### config.mk
export PLATFORM = sky130hd
export DESIGN_NAME = mem_bus_ctrl
export DESIGN_NICKNAME = d
export VERILOG_FILES = /design/src/rtl/mem_bus_pkg.sv /design/src/rtl/mem_bus_ctrl_sw_sync.sv /design/src/rtl/mem_bus_ctrl.sv
export SDC_FILE = /design/constraint.sdc
export NUM_CORES = 1
export LEC_CHECK = 0
export BUFFER_PORTS_ARGS = -buffer_cell sky130_fd_sc_hd__buf_2
export CORE_MARGIN = 2
export CORE_UTILIZATION = 51
export DETAILED_ROUTE_END_ITERATION = 6
export PLACE_DENSITY = 0.83
export SYNTH_ARGS = -nofsm -noshare
export SYNTH_HDL_FRONTEND = slang
export SYNTH_SLANG_ARGS = --single-unit
### constraint.sdc
create_clock -name clk -period 4.05 [get_ports clk]
set_clock_uncertainty 0.05 [all_clocks]
set_input_delay 0.405 -clock clk [delete_from_list [all_inputs] [get_ports clk]]
set_output_delay 0.405 -clock clk [all_outputs]
set_load 0.1 [all_outputs]
### src/rtl/mem_bus_pkg.sv
// Shared definitions for the memory-side bus controller: command codes,
// default peripheral addresses and the controller state encoding.
package mem_bus_pkg;

  localparam logic [1:0] MNONE  = 2'b00;
  localparam logic [1:0] MREAD  = 2'b01;
  localparam logic [1:0] MWRITE = 2'b10;

  localparam logic [8:0] LED_ADDR_DEF = 9'h100;
  localparam logic [8:0] SW_ADDR_DEF  = 9'h140;

  typedef enum logic [1:0] {
    IDLE    = 2'b00,
    RD_WAIT = 2'b01,
    WR      = 2'b10,
    RESP    = 2'b11
  } state_t;

endpackage

### src/rtl/mem_bus_ctrl_sw_sync.sv
// Parameterised-width two-flop synchroniser for the asynchronous board
// switches. Only instantiated when SW_SYNC_EN is defined.
module sw_sync #(
  parameter int W = 8
) (
  input  logic         clk,
  input  logic         rst_n,
  input  logic [W-1:0] d_i,
  output logic [W-1:0] q_o
);

  logic [W-1:0] meta_q;
  logic [W-1:0] sync_q;

  // Two back-to-back flops to settle metastability before use.
  always_ff @(posedge clk or negedge rst_n) begin
    if (!rst_n) begin
      meta_q <= '0;
      sync_q <= '0;
    end else begin
      meta_q <= d_i;
      sync_q <= meta_q;
    end
  end

  assign q_o = sync_q;

endmodule

### src/rtl/mem_bus_ctrl.sv
// Memory-side bus controller. Decodes CPU commands into RAM, LED and switch
// regions, sequences multi-cycle RAM reads and returns a one-cycle
// mem_ready pulse (with bus_err for unmapped addresses / illegal commands).
// Build option: define SW_SYNC_EN to pass sw_in through a two-flop
// synchroniser; otherwise sw_in is sampled directly at the accept edge.
//
// Handshake: the CPU drives mem_cmd/mem_addr/write_data and holds them until
// it sees mem_ready high for one cycle; a command is accepted only in IDLE,
// so the earliest next accept is the IDLE cycle after RESP.
import mem_bus_pkg::*;

module mem_bus_ctrl #(
  parameter int                ADDR_W   = 9,
  parameter int                DATA_W   = 16,
  parameter int                RAM_AW   = 8,
  parameter int                RD_LAT   = 1,
  parameter logic [ADDR_W-1:0] LED_ADDR = LED_ADDR_DEF,
  parameter logic [ADDR_W-1:0] SW_ADDR  = SW_ADDR_DEF
) (
  input  logic              clk,
  input  logic              reset_n,
  input  logic [1:0]        mem_cmd,
  input  logic [ADDR_W-1:0] mem_addr,
  input  logic [DATA_W-1:0] write_data,
  output logic [DATA_W-1:0] read_data,
  output logic              mem_ready,
  output logic              bus_err,
  output logic [RAM_AW-1:0] ram_addr,
  output logic [DATA_W-1:0] ram_wdata,
  output logic              ram_we,
  input  logic [DATA_W-1:0] ram_rdata,
  input  logic [7:0]        sw_in,
  output logic [7:0]        led_out,
  output state_t            state_dbg
);

  state_t            state_q, state_d;
  logic [2:0]        cnt_q;
  logic [DATA_W-1:0] read_data_q;
  logic [RAM_AW-1:0] ram_addr_q;
  logic [DATA_W-1:0] ram_wdata_q;
  logic              ram_we_q;
  logic              mem_ready_q;
  logic              bus_err_q;
  logic              led_pend_q;
  logic [7:0]        led_q;
  logic [7:0]        sw_value;

  logic is_ram, is_led, is_sw;
  logic accept;
  logic acc_rd_ram, acc_rd_sw, acc_wr_ram, acc_wr_led, acc_err;

`ifdef SW_SYNC_EN
  sw_sync #(.W(8)) u_sw_sync (
    .clk   (clk),
    .rst_n (reset_n),
    .d_i   (sw_in),
    .q_o   (sw_value)
  );
`else
  assign sw_value = sw_in;
`endif

  // Full-width address decode; RAM is everything below 2**RAM_AW.
  assign is_ram = (mem_addr >> RAM_AW) == '0;
  assign is_led = mem_addr == LED_ADDR;
  assign is_sw  = mem_addr == SW_ADDR;
  assign accept = (state_q == IDLE) && (mem_cmd != MNONE);

  // State register.
  always_ff @(posedge clk or negedge reset_n) begin
    if (!reset_n) state_q <= IDLE;
    else          state_q <= state_d;
  end

  // Next-state and accept-class decode.
  always_comb begin
    state_d    = state_q;
    acc_rd_ram = 1'b0;
    acc_rd_sw  = 1'b0;
    acc_wr_ram = 1'b0;
    acc_wr_led = 1'b0;
    acc_err    = 1'b0;
    case (state_q)
      IDLE: begin
        if (mem_cmd == MREAD) begin
          if (is_ram) begin
            acc_rd_ram = 1'b1;
            state_d    = RD_WAIT;
          end else if (is_sw) begin
            acc_rd_sw = 1'b1;
            state_d   = RESP;
          end else begin
            acc_err = 1'b1;
            state_d = RESP;
          end
        end else if (mem_cmd == MWRITE) begin
          if (is_ram) begin
            acc_wr_ram = 1'b1;
            state_d    = WR;
          end else if (is_led) begin
            acc_wr_led = 1'b1;
            state_d    = WR;
          end else begin
            acc_err = 1'b1;
            state_d = RESP;
          end
        end else if (mem_cmd != MNONE) begin
          acc_err = 1'b1;
          state_d = RESP;
        end
      end
      RD_WAIT: if (cnt_q == 3'd0) state_d = RESP;
      WR:      state_d = RESP;
      RESP:    state_d = IDLE;
      default: state_d = IDLE;
    endcase
  end

  // Datapath: latch request, count read latency, drive RAM/LED/response regs.
  always_ff @(posedge clk or negedge reset_n) begin
    if (!reset_n) begin
      cnt_q       <= '0;
      read_data_q <= '0;
      ram_addr_q  <= '0;
      ram_wdata_q <= '0;
      ram_we_q    <= 1'b0;
      mem_ready_q <= 1'b0;
      bus_err_q   <= 1'b0;
      led_pend_q  <= 1'b0;
      led_q       <= '0;
    end else begin
      ram_we_q    <= acc_wr_ram;
      mem_ready_q <= (state_d == RESP);
      bus_err_q   <= acc_err;
      if (accept) begin
        ram_addr_q  <= mem_addr[RAM_AW-1:0];
        ram_wdata_q <= write_data;
        led_pend_q  <= acc_wr_led;
      end
      if (acc_rd_ram) cnt_q <= 3'(RD_LAT - 1);
      else if (state_q == RD_WAIT && cnt_q != 3'd0) cnt_q <= cnt_q - 3'd1;
      if (acc_rd_sw)
        read_data_q <= {{(DATA_W-8){1'b0}}, sw_value};
      else if (acc_err)
        read_data_q <= '0;
      else if (state_q == RD_WAIT && cnt_q == 3'd0)
        read_data_q <= ram_rdata;
      if (state_q == WR && led_pend_q) led_q <= ram_wdata_q[7:0];
    end
  end

  assign read_data = read_data_q;
  assign mem_ready = mem_ready_q;
  assign bus_err   = bus_err_q;
  assign ram_addr  = ram_addr_q;
  assign ram_wdata = ram_wdata_q;
  assign ram_we    = ram_we_q;
  assign led_out   = led_q;
  assign state_dbg = state_q;

endmodule
==> results of run 1 <==
==> flip-flops by register name, summed over array words and instances (netlist names) <==
name	flops
read_data	16
ram_addr	8
ram_wdata	16
mem_ready	1
led_out	8
bus_err	1
ram_we	1
state_dbg	2
cnt_q	3
led_pend_q	1
==> final cells by class <==
type,count,area [um^2]
Inverter,9,33.8
Fill cell,357,1470
Multi-Input combinational cell,118,1030
Timing Repair Buffer,108,548
Clock buffer,12,155
Tap cell,67,83.8
Clock inverter,3,40.0
Sequential cell,57,1430
==> cell usage in the layout, fill, tap and decap left out, types with 2 or more instances in the layout <==
master,instances
clkinv_2,2
nor3_2,8
mux2i_1,17
mux2_2,31
clkbuf_8,11
ha_1,5
nor2_1,4
a21oi_1,4
buf_4,3
buf_2,105
inv_1,9
nand2_1,15
dfrtp_1,57
o31ai_1,7
nor3_1,4
o21ai_0,2
==> layer usage <==
metal,global-route usage [%],routed length [um],vias to the layer above
li1,-,-,907
met1,23.1,2100,889
met2,31.9,2520,71
met3,5.89,395,6
met4,9.13,67,0
met5,0,0,-
==> path summary, 6_finish.rpt <==
path / startpoint / to / slack (ps) / depth (start not counted)
min in group clk: sw_in[3] / read_data[3] / 240 / 3
max: state_dbg[1] / read_data[7] / 1780 / 5
min reg2reg: ram_wdata[12] / ram_wdata[12] / 450 / 1
min: reset_n / read_data[9] / 30 / 1
max reg2reg: state_dbg[1] / read_data[7] / 1780 / 5
max in group asynchronous: reset_n / ram_addr[0] / 3110 / 2
==> worst reg2reg max path: stages, from the launching register on <==
cell and delay (ps):
dfrtp_1 430, inv_1 110, ha_1 220, nand3b_1 730
mux2i_1 530, o31ai_4 70
==> cells by family after synthesis <==
family	Yosys count	share of synthesized area (%)
fa+ha+maj	5	2.44
simple gates	41	10.4
mux	48	20.3
xor+xnor	1	0.342
flops	57	55.6
buf+inv	20	4.29
compound gates	23	6.59
==> per-stage QoR <==
stage | setup WS (ps) | utilization, %
3_5_place_dp | 1760 | 65.3
3_3_place_gp | 1830 | 65.3
2_1_floorplan | 1510 | -
5_1_grt | 1610 | 69.3
4_1_cts | 1760 | 69.3
6_report | 1780 | 69.3
==> results.toml, run 1 <==
[outcome]
status = "finished, final reports clean"

[grt]
grt_pass1_wl_um = 8050
track_usage_pct = 19.3
antenna_found_initial = 0
grt_max_degree = 32
grt_pass1_vias = 1835
grt_overflow = 0

[hold_path]
min_path_type = "input port to asynchronous set/reset pin"

[worst_setup_path]
crit_required_ps = 4190
crit_family = "simple AND/OR/NAND/NOR gates"
worstPathMaxFanout = 17
worstSetupPathType = "flip-flop to flip-flop"
startpoint_type = "flip-flop"
path_cells = "inv_1, ha_1, nand3b_1, mux2i_1, o31ai_4"
arrival_ps = 2410
cpPeakStageDelay_ps = 730
cp.buffers_inverters = 1
end_kind = "flip-flop"
cpMaxStageDelayCell = "nand3b_1"

[final_layout]
diodes = 0
finalNonFillerCells = 374
synthToLayoutAreaGrowth_pct = 29.4
layout-drive-gt1-share_pct = 54.7
fin_nets = 361
postLayoutCellArea_um2 = 3320

[sta]
slew_viol_final = 0
setup_violations = 0
timing.final.crit_period_ps = 2280
final-hold-violation-count = 0
slew_headroom_pct = 29.0
worst_pin_slew_ps = 1060
rsz0062_at_grt = "no"
final.period_utilization_pct = 56.2
fmax_mhz = 440
holdWs_ps = 30.2
fin_setup_tns_ps = 0

[placement]
place_congestion = 0.744
io_buffers = 105
dp_cells = 359
dpl-instance-area_um2 = 3120
dpl.hpwl_um = 3790

[routing]
ant_nets = 0
drt-pass1-iter-count = 4
via_per_inst = 5.01
num_vias = 1873
wire_per_inst_um = 13.6
drtIter0Drc = 61
detail_route.wirelength_um = 5090
drc = 0

[clock_tree]
cts_resized = 0
hold_buffers = 0
cts_buffer_depth = 2
htreeDepth = 3
cts_tree = "done"
cts.sinks = 57
insertion_delay_ps = 320
numCtsBuffers = 9
clockRootBuffer = "clkbuf_8"
cts_setup_buffers = 0
path_clk_slew_ps = 60

[synth]
yosys.area.top_type = "dfrtp_1"
synthArstFlopShare_pct = 100
avgSynthCellArea_um2 = 13.1
yosys-top-cells-area = "dfrtp_1 (56%), mux2_2 (14%), mux2i_1 (6.6%)"
synthesis.area_um2 = 2560
synth_edf_count = 0
yosysWarnings = 0
ys_seq_elements = 57
syn_inst = 195
syn-num-nets = 253
synth_ff_type = "dfrtp_1"
synthDistinctLibCells = 36
netlist_top_cells_count = "dfrtp_1 (57), mux2_2 (31), mux2i_1 (17)"
yosysMostFrequentCell = "dfrtp_1"
synth_top_area_share_pct = 55.6
ys_seq_area_share_pct = 55.6

[die]
die_y_um = 74.9
core_area_um2 = 4790
die_w_um = 74.9
start_util_pct = 53.6
die_area_um2 = 5610
ioPinCount = 106
num_rows = 25

[run]
drv_cap = 0
Power of run 1 is left out: the tool's default activity adds up to more than one toggle a clock period on the data nets, which glitch-free logic cannot reach.
==> run 2, diff against run 1 <==
CORE_UTILIZATION = 43   (was 51)
PLACE_DENSITY = 0.75   (was 0.83)
clock period = 2.05 ns   (was 4.05 ns; I/O delays follow)
==> results.toml, run 2 (synthesis gave the netlist of run 1 again) <==
[sta]
setup_violations = 0
rsz0062_at_grt = "no"
fmax_mhz = 535
worst_pin_slew_ps = 693
final.period_utilization_pct = 91.1
timing.final.crit_period_ps = 1870
slew_viol_final = 0
fin_setup_tns_ps = 0
final-hold-violation-count = 0
slew_headroom_pct = 53.8

[grt]
track_usage_pct = 16.0
grt_pass1_wl_um = 7910
grt_overflow = 0
grt_use_met3_pct = 4.44
grt_pass1_vias = 1835
grt_busiest_layer = "met2"
met1_usage_pct = 17.9
gr-usage-met2_pct = 27.5
grt_max_degree = 58
antenna_found_initial = 0

[final_layout]
synthToLayoutAreaGrowth_pct = 32.3
fin_nets = 365
layout_common_cells = "buf_2 (105), dfrtp_1 (55), mux2_2 (31)"
layout_commonest_cell = "buf_2"
finalNonFillerCells = 386
diodes = 0
n_fill_cell = 502
layout-drive-gt1-share_pct = 56.6

[placement]
dp_cells = 370
dpl.hpwl_um = 3770
place_congestion = 0.820
io_buffers = 105

[worst_setup_path]
worst_r2r_path_depth = 6
r2r_slack_ps = 180
worstSetupPathType = "flip-flop to flip-flop"
startpoint = "state_dbg[1]"
arrival_ps = 2020
startpoint_type = "flip-flop"
worstPathMaxFanout = 9
crit_required_ps = 2210
r2r_start = "state_dbg[1]"
end_kind = "flip-flop"

[clock_tree]
clockRootBuffer = "clkbuf_8"
cts.sinks = 57
insertion_delay_ps = 330
path_clk_slew_ps = 60
cts_buffer_depth = 2
htreeDepth = 3
numCtsBuffers = 9
cts_tree = "done"
cts_resized = 0

[die]
ioPinCount = 106
die_area_um2 = 6600
core_area_um2 = 5850
num_rows = 28
start_util_pct = 43.8
die_w_um = 81.2
die_y_um = 81.2

[hold_path]
min_from = "sw_in[4]"
min_path_type = "input port to flip-flop"
hold_depth = 3

[routing]
via_per_inst = 4.88
drc = 0
drt-pass1-iter-count = 4
num_vias = 1882
drtIter0Drc = 90
ant_nets = 0
detail_route.wirelength_um = 5210
wire_per_inst_um = 13.5

[outcome]
status = "finished, final reports clean"

[run]
drv_cap = 0
-- run 2: worst paths after layout --
| check | end |
|---|---|
| worst min register to register | ram_addr[6] |
| worst max register to register | read_data[10] |
| worst max-delay path | read_data[10] |
| worst min-delay path | read_data[4] |
| min in group asynchronous | ram_addr[0] |
| max in group asynchronous | state_dbg[1] |
-- run 2: critical path, stage by stage (launching register included) --
cell,delay [ps]
dfrtp_4,500
inv_2,70
ha_1,160
nand2_1,70
a211oi_2,530
buf_4,310
nor3_2,60
-- run 2: per-stage QoR --
step,hold WS [ps],setup WS (ps),cell area (um^2),utilization [%]
after floorplan,-141,-10.5,2570,-
after global placement,330,220,3200,54.7
after detailed placement,336,166,3200,54.7
after CTS,19.7,152,3390,58.0
after global routing,31.3,45.5,3390,58.0
final,33.7,182,3390,58.0
-- run 2: layer usage --
metal	vias up	share of wire, %
li1	907	-
met2	71	49
met1	898	43
met5	-	0
met3	6	7.4
met4	0	1.3
-- run 2: area by class of cell --
class	instances	area, um^2	share of cell area (%)
Inverter	9	33.8	0.996
Clock buffer	12	165	4.87
Sequential cell	57	1430	42.3
Tap cell	75	93.8	2.77
Multi-Input combinational cell	118	1030	30.4
Timing Repair Buffer	112	618	18.2
Clock inverter	3	15.0	0.443
-- run 2: repair_timing --
| action | CTS | global route |
|---|---|---|
| buffers inserted | 0 | 0 |
| hold endpoints to repair | 57 | 0 |
| hold buffers | 1 | 0 |
Power of run 2 is left out for the same reason.
